--- src/rtl/key_search_ctrl.sv ---
// rtl/key_search_ctrl.sv - sequential first-match key search over a small valid-tagged table
// One shared equality compare walks the table one entry per cycle and reports the lowest hit.
module key_search_ctrl #(
  parameter int N     = 32,
  parameter int DEPTH = 8,
  parameter int IDX_W = 3
) (
  input  logic             Clk,
  input  logic             Reset,
  input  logic             WrEn,
  input  logic [IDX_W-1:0] WrIdx,
  input  logic [N-1:0]     WrData,
  input  logic             ClrAll,
  input  logic             Start,
  input  logic [N-1:0]     Key,
  output logic             Busy,
  output logic             Done,
  output logic             Hit,
  output logic [IDX_W-1:0] HitIdx
);

  typedef enum logic {IDLE, SEARCH} state_t;

  localparam logic [IDX_W-1:0] LAST_IDX = IDX_W'(DEPTH - 1);
  localparam logic [IDX_W:0]   DEPTH_W  = (IDX_W + 1)'(DEPTH);

  state_t             state_q, state_d;
  logic [IDX_W-1:0]   idx_q, idx_d;
  logic [N-1:0]       key_q, key_d;
  logic [DEPTH-1:0]   valid_q, valid_d;
  logic               busy_q, busy_d;
  logic               done_q, done_d;
  logic               hit_q, hit_d;
  logic [IDX_W-1:0]   hit_idx_q, hit_idx_d;
  logic [N-1:0]       table_q [DEPTH];

  logic match;
  logic wr_ok;

  // The compare sees only registered contents, so a same-cycle write to the scanned entry is invisible.
  always_comb begin
    match = valid_q[idx_q] & (table_q[idx_q] == key_q);
    wr_ok = WrEn & ~ClrAll & ({1'b0, WrIdx} < DEPTH_W);

    state_d   = state_q;
    idx_d     = idx_q;
    key_d     = key_q;
    valid_d   = valid_q;
    busy_d    = busy_q;
    done_d    = 1'b0;
    hit_d     = hit_q;
    hit_idx_d = hit_idx_q;

    if (wr_ok) begin
      valid_d[WrIdx] = 1'b1;
    end

    if (ClrAll) begin
      valid_d = '0;
      if (state_q == SEARCH) begin
        state_d   = IDLE;
        idx_d     = '0;
        busy_d    = 1'b0;
        done_d    = 1'b1;
        hit_d     = 1'b0;
        hit_idx_d = '0;
      end
    end else begin
      case (state_q)
        IDLE: begin
          if (Start) begin
            key_d   = Key;
            idx_d   = '0;
            state_d = SEARCH;
            busy_d  = 1'b1;
          end
        end
        SEARCH: begin
          if (match) begin
            state_d   = IDLE;
            busy_d    = 1'b0;
            done_d    = 1'b1;
            hit_d     = 1'b1;
            hit_idx_d = idx_q;
            idx_d     = '0;
          end else if (idx_q == LAST_IDX) begin
            state_d   = IDLE;
            busy_d    = 1'b0;
            done_d    = 1'b1;
            hit_d     = 1'b0;
            hit_idx_d = '0;
            idx_d     = '0;
          end else begin
            idx_d = idx_q + 1'b1;
          end
        end
        default: state_d = IDLE;
      endcase
    end
  end

  always_ff @(posedge Clk or posedge Reset) begin
    if (Reset) begin
      state_q   <= IDLE;
      idx_q     <= '0;
      key_q     <= '0;
      valid_q   <= '0;
      busy_q    <= 1'b0;
      done_q    <= 1'b0;
      hit_q     <= 1'b0;
      hit_idx_q <= '0;
    end else begin
      state_q   <= state_d;
      idx_q     <= idx_d;
      key_q     <= key_d;
      valid_q   <= valid_d;
      busy_q    <= busy_d;
      done_q    <= done_d;
      hit_q     <= hit_d;
      hit_idx_q <= hit_idx_d;
    end
  end

  // Table storage carries no reset; entries are meaningless until their valid bit is set.
  always_ff @(posedge Clk) begin
    if (wr_ok) begin
      table_q[WrIdx] <= WrData;
    end
  end

  assign Busy   = busy_q;
  assign Done   = done_q;
  assign Hit    = hit_q;
  assign HitIdx = hit_idx_q;

endmodule

--- config.mk ---
export PLATFORM = sky130hd
export DESIGN_NAME = key_search_ctrl
export DESIGN_NICKNAME = d
export VERILOG_FILES = /design/src/rtl/key_search_ctrl.sv
export SDC_FILE = /design/constraint.sdc
export NUM_CORES = 1
export LEC_CHECK = 0
export BUFFER_PORTS_ARGS = -buffer_cell sky130_fd_sc_hd__buf_4
export CORE_UTILIZATION = 25
export CTS_CLUSTER_SIZE = 40
export DETAILED_ROUTE_END_ITERATION = 7
export PLACE_DENSITY = 0.41
export SETUP_SLACK_MARGIN = 0.5
export SLEW_MARGIN = 20
export SYNTH_ARGS = -nofsm -noshare
export SYNTH_HDL_FRONTEND = slang
export SYNTH_SLANG_ARGS = --single-unit
--- constraint.sdc ---
create_clock -name Clk -period 3.5 [get_ports Clk]
set_input_delay 0.35 -clock Clk [delete_from_list [all_inputs] [get_ports Clk]]
set_output_delay 0.35 -clock Clk [all_outputs]
set_load 0.005 [all_outputs]
==> impl_metrics.json <==
{
  "dieArea_sq_um": 49300,
  "multiInputGateArea_sq_um": 3260,
  "start_kind": "register",
  "crit_path_end_kind": "register",
  "irDropWorstVdd_v": 0.000263,
  "fmax_ghz": 0.324,
  "synthFlopType": "edfxtp_1",
  "dr.pass1.iters": 4,
  "synth_top_area_cell": "edfxtp_1",
  "slew_viol_final": 0,
  "fp.dieW_um": 222,
  "clock_sinks": 306,
  "post-route-drc-count": 0,
  "arrival_ns": 3.50,
  "ff2ff_path_depth": 11,
  "vias": 6043,
  "fin_crit_ns": 3.09,
  "dpl_worst_slack_ns": 0.0617,
  "initial_core_util_pct": 25.4,
  "timing.final.crit_share_pct": 88.2,
  "wl_mm": 31.0,
  "synthDistinctLibCells": 43,
  "ant_nets": 0,
  "final_common_cell": "edfxtp_1",
  "grt.total_usage_pct": 12.9,
  "ys_seq_area_share_pct": 73.8,
  "cellPowerDensity_nw_per_um2": 609,
  "worstSkewPairLatency_ns": 0.52,
  "synth-edff-count": 256,
  "synth_cells": 591,
  "async_flop_share_pct": 16.3,
  "rows": 80,
  "port_buffers": 77,
  "worst_pin_slew_ns": 0.981,
  "cts_buffers": 36,
  "hold_viol": 0,
  "criticalPathCategory": "reg -> reg",
  "drive_above_1_share_pct": 41.4,
  "cts_root_buffer": "clkbuf_16",
  "ys_ff_latch": 306,
  "rsz0062_at_grt": "yes",
  "synthToLayoutAreaGrowth_pct": 26.1,
  "synth.cell_area_sq_um": 12100,
  "synth_area_leaders": "edfxtp_1 63%, dfrtp_1 10%, mux4_2 10%",
  "synth_top_area_share_pct": 63.5,
  "grt_pass1_wl_mm": 45.5,
  "dp_hpwl_mm": 18.8,
  "nets": 796,
  "max-cap-violations": 0,
  "seqCellArea_sq_um": 8950,
  "dp_cells": 1282,
  "final_cell_mix": "256 x edfxtp_1, 106 x buf_4, 56 x mux4_2, 47 x dfrtp_1, 39 x mux2i_1",
  "cts_tree": "done",
  "yosysWarningCount": 0,
  "io_pins": 78,
  "path_clk_slew_ns": 0.06,
  "crit_path_max_fanout": 6,
  "status": "finished, final reports clean",
  "gp_congestion": 0.743,
  "first_iter_violations": 389,
  "fill_cells": 4553,
  "syn_area_per_cell_sq_um": 20.5,
  "viasPerCell": 4.43,
  "setup_ws_ns": 0.414,
  "hold_path_depth": 2,
  "fin_cells": 1364,
  "die_h_um": 222,
  "maxSlewHeadroom_pct": 34.6,
  "grt_overflow_total": 0,
  "fin_util_pct": 32.0,
  "skew_ns": 0.0175,
  "crit_required_ns": 3.91,
  "cts.path.max_buffers": 3,
  "wire_per_inst_um": 22.7,
  "cts.htree.levels": 2,
  "fp.coreArea_sq_um": 47700,
  "setup_viol": 0,
  "synth_nets": 665,
  "p_leak_uw": 0.00513,
  "antenna_found_initial": 1,
  "min_path_type": "in -> reg",
  "fin_tns_setup_ns": 0,
  "grt_pass1_vias": 6510,
  "grt_max_degree": 43,
  "timing.hold.ws_ns": 0.0499
}
## metal layers
metal  vias up  wire length, um  GRT usage (%)
met4         0              525           3.25
li1       2665                -              -
met5         -                0              0
met1      3207            14200           17.5
met2       132            14600           20.3
met3        39             1730           3.54
## synthesized netlist by cell type (2+ instances only)
library cell and n:
a22oi_1 2, clkbuf_1 7, mux4_2 55, nor2b_1 2, a21o_1 9, mux2i_1 48, a221oi_1 2, nor4b_2 2
nor4_1 12, xnor2_1 26, edfxtp_1 256, buf_2 10, a32o_1 3, nor3_1 5, dfrtp_1 50, inv_1 4
ha_1 2, nand3_1 3, nand2_1 8, buf_6 5, mux2_2 32, and2_1 2, nand4_1 5, a22o_1 5
nand3b_1 4, buf_1 3, xor2_1 6, nor2_1 8
## metrics by stage
stage | total power (uW) | instance area [sq um]
3_3_place_gp | 5390 | 13600
4_1_cts | 9420 | 15200
5_1_grt | 9670 | 15300
6_report | 9300 | 15300
3_5_place_dp | 5400 | 13600
2_1_floorplan | 4950 | 12100
## final cells by class
cell class	instances	share of cell area, %
well taps	615	5.04
clock inverters	19	1.43
inverters	4	0.0983
diodes	1	0.0164
clock buffers	45	6.52
flip-flops and latches	306	58.6
multi-input cells	254	21.4
repair buffers	120	6.93
## critical path, stage by stage (launching register included)
cell,delay (ns)
dfrtp_4,0.52
buf_12,0.16
buf_8,0.13
buf_8,0.14
mux2i_4,0.19
a221oi_4,0.33
xor2_2,0.15
buf_4,0.16
nor4_4,0.22
nand4_1,0.15
or4_4,0.55
a32o_1,0.28
## path summary, 6_finish.rpt
path,start,end,slack [ns]
hold / removal,Key[17],key_q[17]$_DFFE_PP0P_,0.05
setup / recovery,idx_q[0]$_DFFE_PP0P_,idx_q[0]$_DFFE_PP0P_,0.41
max in group asynchronous,Reset,key_q[14]$_DFFE_PP0P_,2.67
setup reg to reg,idx_q[0]$_DFFE_PP0P_,idx_q[0]$_DFFE_PP0P_,0.41
min in group asynchronous,Reset,key_q[17]$_DFFE_PP0P_,0.06
hold reg to reg,valid_q[4]$_DFFE_PP0P_,valid_q[4]$_DFFE_PP0P_,0.48
## report_power, final
group	internal (uW)	leakage (uW)	total [uW]	switching, uW
Sequential	4110	0.00293	4230	122
Combinational	641	0.00160	1270	631
Clock	2380	0.000606	3790	1410
## sequential cells by signal, indices dropped and copies added (netlist names)
register	flops
idx_q	3
state_q	1
HitIdx	3
table_q	256
valid_q	8
Done	1
key_q	32
Busy	1
Hit	1
## cell families after synthesis
group	synth area share (%)
mux	17.4
compound gates	1.76
xor+xnor	2.31
simple gates	2.97
buf+inv	1.54
fa+ha+maj	0.207
flops	73.8
## what timing repair did
| item | 4_1_cts | 5_1_grt |
|---|---|---|
| gates resized for setup | 39 | 8 |
| setup buffers | 15 | 1 |
| cloned | 1 | 0 |
| hold buffers | 0 | 0 |
| pin swaps | 25 | 10 |
| endpoints found under the setup margin | 10 | 10 |
Note: power is estimated with default switching activity, not from simulation.
